$ cat config.mk
export PLATFORM = sky130hd
export DESIGN_NAME = simple_wb_buffer
export DESIGN_NICKNAME = d
export VERILOG_FILES = /design/src/rtl/simple_wb_buffer.sv
export SDC_FILE = /design/constraint.sdc
export NUM_CORES = 1
export LEC_CHECK = 0
export CELL_PAD_IN_SITES_DETAIL_PLACEMENT = 0
export CELL_PAD_IN_SITES_GLOBAL_PLACEMENT = 1
export CORE_MARGIN = 10
export CORE_UTILIZATION = 40
export CTS_CLUSTER_DIAMETER = 200
export DETAILED_ROUTE_END_ITERATION = 6
export MAX_ROUTING_LAYER = met4
export PLACE_DENSITY = 0.77
export SETUP_SLACK_MARGIN = 0.5
export SLEW_MARGIN = 30
export SYNTH_ARGS = -nofsm -noshare
export SYNTH_HDL_FRONTEND = slang
export SYNTH_SLANG_ARGS = --single-unit
$ cat constraint.sdc
create_clock -name clk -period 3 [get_ports clk]
set_clock_uncertainty 0.1 [all_clocks]
set_input_delay 0.6 -clock clk [delete_from_list [all_inputs] [get_ports clk]]
set_output_delay 0.6 -clock clk [all_outputs]
set_load 0.01 [all_outputs]
$ cat src/rtl/simple_wb_buffer.sv
// Writeback receive buffer for a simple ALU lane: queues packets in a small FIFO and drains
// the head to the RF write port, the bypass network and the active-list completion port.
module simple_wb_buffer #(
  parameter int unsigned DEPTH               = 4,
  parameter int unsigned SIZE_DATA           = 32,
  parameter int unsigned SIZE_PHYSICAL_LOG   = 7,
  parameter int unsigned SIZE_ACTIVELIST_LOG = 7,
  parameter int unsigned SIZE_FLAGS          = 4
) (
  input  logic                           clk,
  input  logic                           reset,
  input  logic                           flush_i,

  input  logic                           wbValid_i,
  output logic                           wbReady_o,
  input  logic [4:0]                     wbLogDest_i,
  input  logic [SIZE_PHYSICAL_LOG-1:0]   wbPhyDest_i,
  input  logic [SIZE_DATA-1:0]           wbData_i,
  input  logic [SIZE_ACTIVELIST_LOG-1:0] wbAlID_i,
  input  logic [SIZE_FLAGS-1:0]          wbFlags_i,
  input  logic                           toggleFlag_i,

  input  logic                           rfGrant_i,
  output logic                           rfWrEn_o,
  output logic [SIZE_PHYSICAL_LOG-1:0]   rfWrAddr_o,
  output logic [SIZE_DATA-1:0]           rfWrData_o,

  output logic                           bypassValid_o,
  output logic [SIZE_PHYSICAL_LOG-1:0]   bypassTag_o,
  output logic [SIZE_DATA-1:0]           bypassData_o,

  output logic                           ctrlValid_o,
  output logic [SIZE_ACTIVELIST_LOG-1:0] ctrlAlID_o,
  output logic [SIZE_FLAGS-1:0]          ctrlFlags_o,

  output logic                           toggleState_o,
  output logic [$clog2(DEPTH):0]         occupancy_o,
  output logic                           overflowErr_o
);

  localparam int unsigned PtrW = $clog2(DEPTH);
  localparam int unsigned CntW = PtrW + 1;
  localparam int unsigned DestValidBit = 3;

  typedef struct packed {
    logic [4:0]                     log_dest;
    logic [SIZE_PHYSICAL_LOG-1:0]   phy_dest;
    logic [SIZE_DATA-1:0]           data;
    logic [SIZE_ACTIVELIST_LOG-1:0] al_id;
    logic [SIZE_FLAGS-1:0]          flags;
    logic                           toggle;
  } entry_t;

  entry_t          mem_q [DEPTH];
  entry_t          mem_d [DEPTH];
  logic [PtrW-1:0] head_q, head_d;
  logic [PtrW-1:0] tail_q, tail_d;
  logic [CntW-1:0] count_q, count_d;
  logic            toggle_q, toggle_d;
  logic            overflow_q, overflow_d;

  entry_t head_entry;
  entry_t new_entry;
  logic   empty;
  logic   need_rf;
  logic   push;
  logic   pop;

  // Head decode and handshake.
  always_comb begin
    head_entry = mem_q[head_q];
    empty      = (count_q == '0);
    wbReady_o  = (count_q < CntW'(DEPTH));
    need_rf    = !empty && head_entry.flags[DestValidBit];
    push       = wbValid_i && wbReady_o && !flush_i;
    // Grant only matters when the head actually writes the RF.
    pop        = !empty && !flush_i && (rfGrant_i || !need_rf);

    new_entry.log_dest = wbLogDest_i;
    new_entry.phy_dest = wbPhyDest_i;
    new_entry.data     = wbData_i;
    new_entry.al_id    = wbAlID_i;
    new_entry.flags    = wbFlags_i;
    new_entry.toggle   = toggleFlag_i;
  end

  // Next-state for storage, pointers, count and status bits.
  always_comb begin
    for (int i = 0; i < DEPTH; i++) begin
      mem_d[i] = mem_q[i];
    end
    head_d     = head_q;
    tail_d     = tail_q;
    count_d    = count_q;
    toggle_d   = toggle_q;
    overflow_d = overflow_q;

    if (push) begin
      mem_d[tail_q] = new_entry;
    end

    if (flush_i) begin
      head_d  = '0;
      tail_d  = '0;
      count_d = '0;
    end else begin
      if (push) begin
        tail_d = tail_q + PtrW'(1);
      end
      if (pop) begin
        head_d = head_q + PtrW'(1);
      end
      if (push && !pop) begin
        count_d = count_q + CntW'(1);
      end else if (!push && pop) begin
        count_d = count_q - CntW'(1);
      end
      if (wbValid_i && !wbReady_o) begin
        overflow_d = 1'b1;
      end
    end

    if (pop && head_entry.toggle) begin
      toggle_d = ~toggle_q;
    end
  end

  always_ff @(posedge clk) begin
    if (reset) begin
      for (int i = 0; i < DEPTH; i++) begin
        mem_q[i] <= '0;
      end
      head_q     <= '0;
      tail_q     <= '0;
      count_q    <= '0;
      toggle_q   <= 1'b0;
      overflow_q <= 1'b0;
    end else begin
      for (int i = 0; i < DEPTH; i++) begin
        mem_q[i] <= mem_d[i];
      end
      head_q     <= head_d;
      tail_q     <= tail_d;
      count_q    <= count_d;
      toggle_q   <= toggle_d;
      overflow_q <= overflow_d;
    end
  end

  // Drain outputs are zero whenever the head is not leaving this cycle.
  always_comb begin
    rfWrEn_o      = pop && need_rf;
    rfWrAddr_o    = pop ? head_entry.phy_dest : '0;
    rfWrData_o    = pop ? head_entry.data : '0;
    bypassValid_o = rfWrEn_o;
    bypassTag_o   = rfWrAddr_o;
    bypassData_o  = rfWrData_o;
    ctrlValid_o   = pop;
    ctrlAlID_o    = pop ? head_entry.al_id : '0;
    ctrlFlags_o   = pop ? head_entry.flags : '0;
    toggleState_o = toggle_q;
    occupancy_o   = count_q;
    overflowErr_o = overflow_q;
  end

endmodule

After elaboration in Yosys (flattened, before gate mapping):

Memory sizes are Yosys's and may differ from the RTL's. A register that Yosys moved wholly into a read port is not among the register bits.
Cells that the tools add are included.

* register bits: 9
* bits in writable memories: 224
* input bits: 61
* output and inout port bits: 98
* logic and storage cells: 61
* memories kept: 1

Memory list
* mem_q: words 4, bits a word 56, read ports 5, clocked after memory_dff 1, write ports 4, RTL line 54 `entry_t mem_q [DEPTH];`

* $add $sub $neg: 4
* $lt $le $gt $ge: 3
* multiplexer cells: 19
* bitwise logic cells: 7
* reduce and logical (&&, ||, !) cells: 22

Operators by type and width (number)
* 56-bit two-way mux: 5
* 224-bit bitwise mux: 1
* 224-bit two-way mux: 1
* 56-bit demux with 2-bit select: 1
* 32-bit two-way mux: 1
* 7-bit two-way mux: 2
* 1-bit logical AND: 11
* 1-bit zero test: 6
* 3-bit two-way mux: 2
* 2-bit by 1-bit adder with 2-bit output, second input constant: 2
* 2-bit two-way mux: 2
* 4-bit two-way mux: 1
* 1-bit bitwise OR: 4
* 3-bit by 1-bit adder with 3-bit output, second input constant: 1
* 3-bit greater-or-equal comparator, second input constant: 1
* 3-bit zero test: 1
* 3-bit by 1-bit < comparator with 1-bit output, second input constant: 1
* 3-bit < comparator, second input constant: 1
* 1-bit two-way mux: 3
* 2-bit NOT with 3-bit output: 1
* 3-bit by 1-bit subtractor with 3-bit output, second input constant: 1
* 1-bit NOT: 2
* 2-bit AND reduction: 1
* 2-bit nonzero test: 1
* other kinds (2): 2

Logic depth before layout (Yosys ltp):

Gate-level depths: netlist of run 1.

* depth in word-level cells: 9
* gate-level depth with buffers: 11
* mapped depth without buffers: 9

Least setup slack after synthesis of run 1:

Ideal clock, no wire load.

* path kind: input to register
* from: input port rfGrant_i
* to: register count_q[2], in the netlist occupancy_o[2]
* library setup time: 0.070 ns
* arrival: 2.365 ns
* data required time: 2.830 ns
* path slack: 0.465 ns
* stages: 10
* path buffers: 1
* cell sequence: nand2b_1 > a2bb2oi_2 > clkbuf_2 > nand2_1 > ha_1 > inv_1 > fa_1 > xor2_1 > or3_1 > a21oi_1

* cells in the longest elaborated chain, start to end: 5

Ends and longest elaborated chain
* start, declared: RTL line 23 `input logic rfGrant_i,`
* 1-bit logical OR *: RTL line 77 `pop = !empty && !flush_i && (rfGrant_i || !need_rf);`
* 1-bit logical AND *: RTL line 77
* 1-bit zero test: RTL line 113 `if (push && !pop) begin`
* 1-bit logical AND: RTL line 113
* 3-bit two-way mux / 2-bit nonzero test (equally long branches)
* end signal, assigned: RTL line 144 `count_q <= count_d;`
* end, declared: RTL line 58 `logic [CntW-1:0] count_q, count_d;`

Mark *: on every way between the ends. The rest lies on a longest branch, timed or not.
A chain may end at the register's enable or synchronous reset.

==> results.md, run 1 <==
- The congestion estimate from routability-driven global placement came to 0.760.
- Across every metal layer, demand over resource in global routing totals about a fifth.
- Max-cap violations in this run came to 0.
- Summed over all nets, the half-perimeter wirelength after detailed placement is 17100 microns.
- VDD sags by at most just over 0.0003 V.
- The ratio of total power to cell area is 488 nW/um^2.
- CTS built an H-tree with a depth of 1.
- The number of DRC violations after detailed-routing iteration 0 is 727.
- The pin count of the biggest net entering global routing is 76.
- The clock-pin slew reported for the worst setup and hold paths after clock tree synthesis is 0.05 ns.
- At the pin with the least slew margin, the transition time is 0.619 ns.
- Counting flops with a built-in enable in the synthesized netlist gives 0.
- The TritonCTS clock tree is yes.
- Counting flops with an async set or reset pin after synthesis yields a share of 0%.
- The slack of the worst reg-to-reg path is 0.29 ns.
- The most used flip-flop cell after synthesis is sky130_fd_sc_hd__dfxtp_1.
- Derived from the worst setup path, the maximum achievable clock frequency is 335 MHz.
- The final layout contains 1324 nets.
- The count of nets left with antenna violations after detail routing is 0.
- The number of clock buffers added by TritonCTS is 24.
- The synthesized flop and latch total is between 200 and 250.
- Summing all non-filler instances in the final layout gives an area of 12900 sq um.
- The number of standard cells in the final layout excluding fillers is 1595.
- The number of global-route vias before repair is a little over 8k.
- The total wire length is 29200 microns.
- The hold buffer count at CTS is 0.
- Counting every sink on the clock net gives ~220.
- The placement row count is 56.
- After synthesis, flip-flops and latches occupy 45.7% of the total area.
- Measured in cells, the most critical reg-to-reg path has a length of 14.
- For the final routed database, the setup TNS stands at 0 ns.
- The detailed-route via count is a little over 8k.
- The total overflow left after global routing is 0.
- The post-route netlist has around 27% of its cells at a drive strength greater than 1.
- The gate count of the mapped netlist is 1119.
- The core region is 23300 sq um.
- The die covers roughly 30000 sq um.
- The number of max-slew violations in the final report came to 0.
- From synthesis to final layout, the design area changed by 37.0%.
- The total of endpoints with negative setup slack in the final report is 0.
- Yosys mapped the design onto 35 distinct sky130hd cell types.
- The via-per-instance ratio is 5.12.
- The buffer type at the clock tree root is sky130_fd_sc_hd__clkbuf_16.
- After detailed placement, the total cell area comes to ~11000 sq um.
- The time the worst path needs with I/O delays and setup is 2.99 ns.
- The first global-routing pass estimated 45000 microns of wire.
- The critical path endpoint category is an output port.
- For the worst setup path, the data arrival time is 2.29 ns.
- The final clock period utilization by the worst path is between 90 and 100%.
- The flow ran to the end, and the final reports show no timing, DRC or antenna violations.
- STA puts the critical path data required time at about 2.3 ns.
- The critical path launch point type is a register.
- The overall power consumption is 6.30 mW.
- In this run the most critical hold path is launched from mem_q[2][49].
- The cell area that synthesis handed to floorplanning was 9420 sq um.
- The number of placed instances, taps included, is between 1.5k and 2k.
- The overall die height is 173 microns.
- The number of top-level pins is 159.
- The final core utilization is 55.3%.
- The number of stages on the worst hold path is 2.
- The worst hold path belongs to the class reg -> reg.
- The average instance in the mapped netlist occupies 8.42 sq um.
- The reg-to-reg endpoint is occupancy_o[2].
- Setup repair after global routing could not meet its margin everywhere.
- The count of final hold-check violations is 0.
- The maximum number of buffers from clock root to sink is 3.
- The destination of the worst hold path is mem_q[2][49].
- The count of warnings emitted by yosys is 0.
- The clock network latency to the later pin of the worst-skew pair is 0.51 ns.
- Headroom to the max-slew limit came out at 58.7%.
- The initial core utilization is around 40%.
- The number of antenna violations at the first check in global routing came to 2.
- The first TritonRoute pass finished after 4 iterations.
- The synthesized netlist net count is 1186.
- The class of the most critical setup path is reg -> out.
- The static leakage is 4.60 nW.
- The die is 173 microns wide.
- The largest fanout on the critical path is 6.
- The count of buffers from port buffering is around 150.
- After detailed routing, the average wire length per cell comes to 18.3 microns.
- In the routed design, unresolved DRC markers number 0.
final cells by class:
type / count / area, sq um
Fill cell: 2091 / 10400
Multi-Input combinational cell: 767 / 4710
Sequential cell: 215 / 4320
Timing Repair Buffer: 243 / 2710
Clock buffer: 38 / 704
Tap cell: 319 / 399
Clock inverter: 6 / 33.8
Inverter: 6 / 22.5
Antenna cell: 1 / 2.50
registers in the layout, indices dropped and copies added, names as in the netlist, named ones only:
register,flops
toggleState_o,1
overflowErr_o,1
occupancy_o,3
mem_q,204
head_q,2
tail_q,2
critical path: stages (launching register included):
cell and delay (ns):
sky130_fd_sc_hd__dfxtp_4 0.39, sky130_fd_sc_hd__buf_6 0.11, sky130_fd_sc_hd__mux2i_4 0.27, sky130_fd_sc_hd__a2bb2oi_4 0.20, sky130_fd_sc_hd__buf_6 0.12, sky130_fd_sc_hd__buf_12 0.09
sky130_fd_sc_hd__buf_8 0.11, sky130_fd_sc_hd__buf_6 0.11, sky130_fd_sc_hd__buf_6 0.08, sky130_fd_sc_hd__and3_4 0.19, sky130_fd_sc_hd__buf_6 0.10
synthesized netlist by cell type, types with 2 or more instances:
master	instances	share of area (%)
sky130_fd_sc_hd__buf_2	32	1.7
sky130_fd_sc_hd__a21oi_1	210	11
sky130_fd_sc_hd__and2_1	3	0.20
sky130_fd_sc_hd__o2111a_1	2	0.24
sky130_fd_sc_hd__xor2_1	2	0.19
sky130_fd_sc_hd__o21ai_0	2	0.11
sky130_fd_sc_hd__dfxtp_1	215	46
sky130_fd_sc_hd__and3_1	50	3.3
sky130_fd_sc_hd__nor2b_1	2	0.13
sky130_fd_sc_hd__clkbuf_2	5	0.27
sky130_fd_sc_hd__nor2_1	9	0.36
sky130_fd_sc_hd__inv_1	6	0.24
sky130_fd_sc_hd__nand2_1	413	16
sky130_fd_sc_hd__clkbuf_1	52	2.1
sky130_fd_sc_hd__nand3_1	3	0.16
sky130_fd_sc_hd__or2_2	2	0.13
sky130_fd_sc_hd__ha_1	5	0.66
sky130_fd_sc_hd__mux4_2	50	12
sky130_fd_sc_hd__buf_4	40	3.2
through the flow:
stage	setup WS (ns)	hold slack, ns
after floorplan	0.512	0.333
after global placement	-0.204	0.339
after detailed placement	-0.186	0.345
after CTS	-0.176	0.353
after global routing	-0.0570	0.372
final	0.0129	0.349
power by group:
group / internal [mW] / switching (mW)
Sequential: 2.90 / 0.0307
Clock: 1.61 / 1.17
Combinational: 0.282 / 0.304
layer usage:
metal	vias up	share of wire [%]	GRT usage, %
met1	3933	44	23.5
met4	0	1.9	4.96
met5	-	0	-
met3	40	5.4	3.38
met2	208	49	30.6
li1	3992	-	-
cells by family after synthesis:
| family | after synthesis | share of synthesized area, % |
|---|---|---|
| adders and majority gates | 6 | 0.877 |
| xor gates and xnor gates | 3 | 0.279 |
| buffers and inverters | 137 | 7.63 |
| AOI/OAI and AO/OA | 217 | 11.9 |
| and+or+nand+nor | 487 | 21.1 |
| muxes | 54 | 12.5 |
| DFF | 215 | 45.7 |
layout by cell type, fill, tap and decap left out, types with 3 or more instances in the layout:
cell type                         count
sky130_fd_sc_hd__nand2_1            409
sky130_fd_sc_hd__a21oi_1            210
sky130_fd_sc_hd__dfxtp_1            210
sky130_fd_sc_hd__buf_6              108
sky130_fd_sc_hd__clkdlybuf4s50_1     58
sky130_fd_sc_hd__mux4_2              50
sky130_fd_sc_hd__and3_4              47
sky130_fd_sc_hd__buf_4               44
sky130_fd_sc_hd__clkbuf_16           28
sky130_fd_sc_hd__buf_12              18
sky130_fd_sc_hd__clkbuf_1            10
sky130_fd_sc_hd__nor2_1               7
sky130_fd_sc_hd__clkinv_2             5
sky130_fd_sc_hd__buf_2                5
sky130_fd_sc_hd__inv_1                4
sky130_fd_sc_hd__ha_1                 4
sky130_fd_sc_hd__and2_2               3
sky130_fd_sc_hd__nand2_2              3
sky130_fd_sc_hd__clkbuf_8             3
sky130_fd_sc_hd__buf_16               3
sky130_fd_sc_hd__dfxtp_2              3
worst max path at each step:
stage                                  end  slack (ns)  cells after the start
after floorplan             occupancy_o[2]        0.51                     10
after global placement      rfWrData_o[13]       -0.20                      6
after detailed placement    rfWrData_o[13]       -0.19                      6
after CTS                 bypassData_o[28]       -0.18                      4
after global routing        rfWrData_o[13]       -0.06                     10
final                       rfWrData_o[13]        0.01                     10
what timing repair did:
action | in CTS | in global routing
hold endpoints to repair | 0 | 0
pin swaps | 4 | 14
gates resized for setup | 156 | 381
cloned | 2 | 4
buffers inserted | 19 | 23
setup endpoints to repair | 93 | 93
Note: power is estimated with default switching activity, not from simulation.
==> run 2, diff against run 1 <==
==> constraint.sdc (replaced) <==
create_clock -name clk -period 3.2 [get_ports clk]
set_clock_uncertainty 0.1 [all_clocks]
set_input_delay 0.64 -clock clk [delete_from_list [all_inputs] [get_ports clk]]
set_output_delay 0.64 -clock clk [all_outputs]
set_load 0.01 [all_outputs]
==> run 2 against run 1 <==
Against the previous run: highest routed layer unchanged; critical path type unchanged; global-route usage decreased by 0.060 points; die area is the same; sequential power decreased by 6%; largest cell class unchanged; routed wire length shrank 1.2%; cell area shrank 2.5%; cell count shrank 1.8%; combinational power shrank 11%; first-iteration DRC count fell by 11%; hold slack about the same; non-clock buffer count shrank 25; total power fell by 2.8%; clock power increased by 3%.
==> results.md, run 2 (synthesized netlist as in run 1, its figures left out) <==
- The flow ran to the end, and the final reports show no timing, DRC or antenna violations.
- The detailed-route wire length per cell came to 18.4 microns (+0.62%).
- The number of standard cells in the final layout excluding fillers is 1566 (-1.8%).
- From synthesis to final layout, the design area changed by 33.6%.
- Setup repair after global routing could not meet its margin everywhere.
- The critical path endpoint category is an output port.
- The register with the most flip-flops in the final layout is mem_q.
- The post-detailed-placement cell area is 11100 sq um (-1.1%).
- The number of sinks handled by clock tree synthesis is 215 (unchanged).
- The endpoint identified for the worst register-to-register timing path is occupancy_o[2].
- The overall die height is 173 microns (unchanged).
- The number of DRC violations after detailed routing came to 0 (unchanged).
- The clock network latency to the later pin of the worst-skew pair was 0.51 ns (about the same).
- The pin count of the biggest net entering global routing was 74 (-2.6%).
- The leftover overflow at the end of global routing is 0 (unchanged).
- The buffer type at the clock tree root is sky130_fd_sc_hd__clkbuf_16.
- The max-capacitance violation count is 0 (unchanged).
- The detailed-route via count is 8077 (-1.2%).
- The tightest slew margin relative to the limit is 60.1% (+1.4 points).
- The worst supply voltage drop on vdd is 0.000288 V (-6.1%).
- The standard cell core area was 23300 sq um (unchanged).
- The maximum number of buffers from clock root to sink is 3 (unchanged).
- The time the worst path needs with I/O delays and setup is about 2.9 ns.
- For this run, the top clock speed supported by timing is 342 MHz.
- The number of max-slew violations in the final report was 0 (unchanged).
- The placement row count came to 56 (unchanged).
- The static leakage is 4.56 nW (-0.93%).
- The final core utilization is 53.9% (-1.4 points).
- The number of stages on the worst hold path came to 2 (unchanged).
- The worst path uses 91.3% of the clock period.
- The required time of the critical path is 2.46 ns (+0.16 ns).
- The path with the worst hold slack has its endpoint at mem_q[1][30].
- The count of nets left with antenna violations after detail routing is 0 (unchanged).
- The number of levels the H-tree was split into is 1 (unchanged).
- The clock-pin slew reported for the worst setup and hold paths after clock tree synthesis is 0.06 ns (about the same).
- The leading cell type in the layout, fill and taps excluded is sky130_fd_sc_hd__nand2_1.
- The TritonCTS clock tree is yes.
- The wire length of the first global-routing pass is 45100 microns (about the same).
- The number of antenna cells inserted came to 0 (-1).
- The total wire length is 28800 microns (-1.2%).
- The flip-flop count of the largest register after layout came to 204 (unchanged).
- The final layout net count is 1299 (-1.9%).
- The actual transition at the worst max-transition pin is 0.599 ns (-0.0204 ns).
- The number of top-level pins was 159 (unchanged).
- The count of final hold-check violations is 0 (unchanged).
- The start point of the worst hold path is mem_q[1][30].
- The worst setup path is launched from a register.
- The top cell types in the final layout, fill and taps aside, are sky130_fd_sc_hd__nand2_1 (410), sky130_fd_sc_hd__dfxtp_1 (212), sky130_fd_sc_hd__a21oi_1 (210).
- The number of detailed-routing iterations run before antenna repair is 5 (+1).
- The number of global-route vias before repair is 8139 (+0.98%).
- The detailed placer's ending HPWL is 16700 microns (-2.1%).
- The clock buffer count from CTS is 24 (unchanged).
- The via-per-instance ratio came to 5.16 (+0.66%).
- The worst hold margin is 0.349 ns (-0.000305 ns).
- The post-route cell area is 12600 sq um (-2.5%).
- The number of DRC violations after detailed-routing iteration 0 is 650 (-11%).
- The number of antenna violations at the first check in global routing is 0 (-2).
- The data arrival time at the worst-slack endpoint is 2.18 ns (-0.11 ns).
- The number of placed instances with taps included is 1496 (-0.40%).
- The placer congestion estimate is 0.784 (+3.1%).
- The fraction of layout instances using a drive strength above 1 is 24.2% (-2.7 points).
- The floorplan die width was 173 microns (unchanged).
- In this run the worst hold path is classified as reg -> reg.
- The overall power consumption is 6.12 mW (-2.8%).
- The initial core utilization is 40.4% (unchanged).
- The total of endpoints with negative setup slack in the final report is 0 (unchanged).
- The slack of the worst reg-to-reg path was 0.48 ns (+0.19 ns).
- The worst setup path is of the reg -> out kind.
- The cell count of the worst reg-to-reg path was 12 (-2).
- The total die area is 30100 sq um (unchanged).
- The count of buffers from port buffering is 153 (unchanged).
- The ratio of total power to cell area was 486 nW/um^2 (-0.36%).
- The largest fanout on the critical path was 10 (+4).
- The global-route total usage across every layer is 18.7% (-0.060 points).
run 2: cell types whose count changed in the layout (fill, tap and decap cells not counted), sizes merged:
cell / delta
buf: -30
bufinv: +3
clkinv: -3
dlymetal6s2s: +3
clkbuf: -2
clkdlybuf4s15: +1
diode: -1
run 2: metrics by stage:
stage                     setup TNS [ns]  setup slack, ns
after global routing                   0            0.199
after floorplan                        0            0.625
after detailed placement           -6.33          -0.0984
after global placement             -5.31          -0.0854
after CTS                              0            0.196
final                                  0            0.279
run 2: worst max-delay path by stage:
| stage | to | depth (start not counted) | startpoint |
|---|---|---|---|
| after floorplan | occupancy_o[2] | 10 | rfGrant_i |
| after global placement | ctrlValid_o | 7 | rfGrant_i |
| after detailed placement | bypassData_o[2] | 6 | rfGrant_i |
| after CTS | rfWrData_o[4] | 5 | register |
| after global routing | bypassData_o[29] | 7 | register |
| final | rfWrData_o[19] | 7 | register |
run 2: cell type report:
cell class | instances | area (sq um)
Tap cell | 319 | 399
Timing Repair Buffer | 218 | 2380
Multi-Input combinational cell | 767 | 4650
Clock inverter | 6 | 105
Sequential cell | 215 | 4310
Fill cell | 2095 | 10800
Inverter | 6 | 22.5
Clock buffer | 35 | 713
run 2: timing repair:
| item | CTS | global route |
|---|---|---|
| endpoints found under the hold margin | 0 | 0 |
| setup buffers | 17 | 4 |
| cloned | 3 | 5 |
| setup endpoints to repair | 93 | 93 |
| pin swaps | 3 | 2 |
| hold buffers | 0 | 0 |
| gates resized for setup | 270 | 227 |
run 2: critical path, cell delays in order (launching register included):
cell	delay, ns
sky130_fd_sc_hd__dfxtp_4	0.41
sky130_fd_sc_hd__buf_12	0.12
sky130_fd_sc_hd__mux2i_4	0.25
sky130_fd_sc_hd__a2bb2oi_4	0.24
sky130_fd_sc_hd__buf_6	0.13
sky130_fd_sc_hd__buf_8	0.12
sky130_fd_sc_hd__and3_4	0.18
sky130_fd_sc_hd__clkdlybuf4s15_2	0.22
run 2: per-layer routing:
layer	up-vias	global-route usage, %	share of wire, %
met5	-	-	0
met3	43	3.33	5.5
met1	3845	23.9	45
li1	3944	-	-
met2	245	30.7	47
met4	0	3.38	1.8
run 2: power breakdown:
group / total [mW] / internal, mW / switching (mW)
clock network: 2.85 / 1.77 / 1.08
registers: 2.75 / 2.72 / 0.0290
logic: 0.520 / 0.240 / 0.280
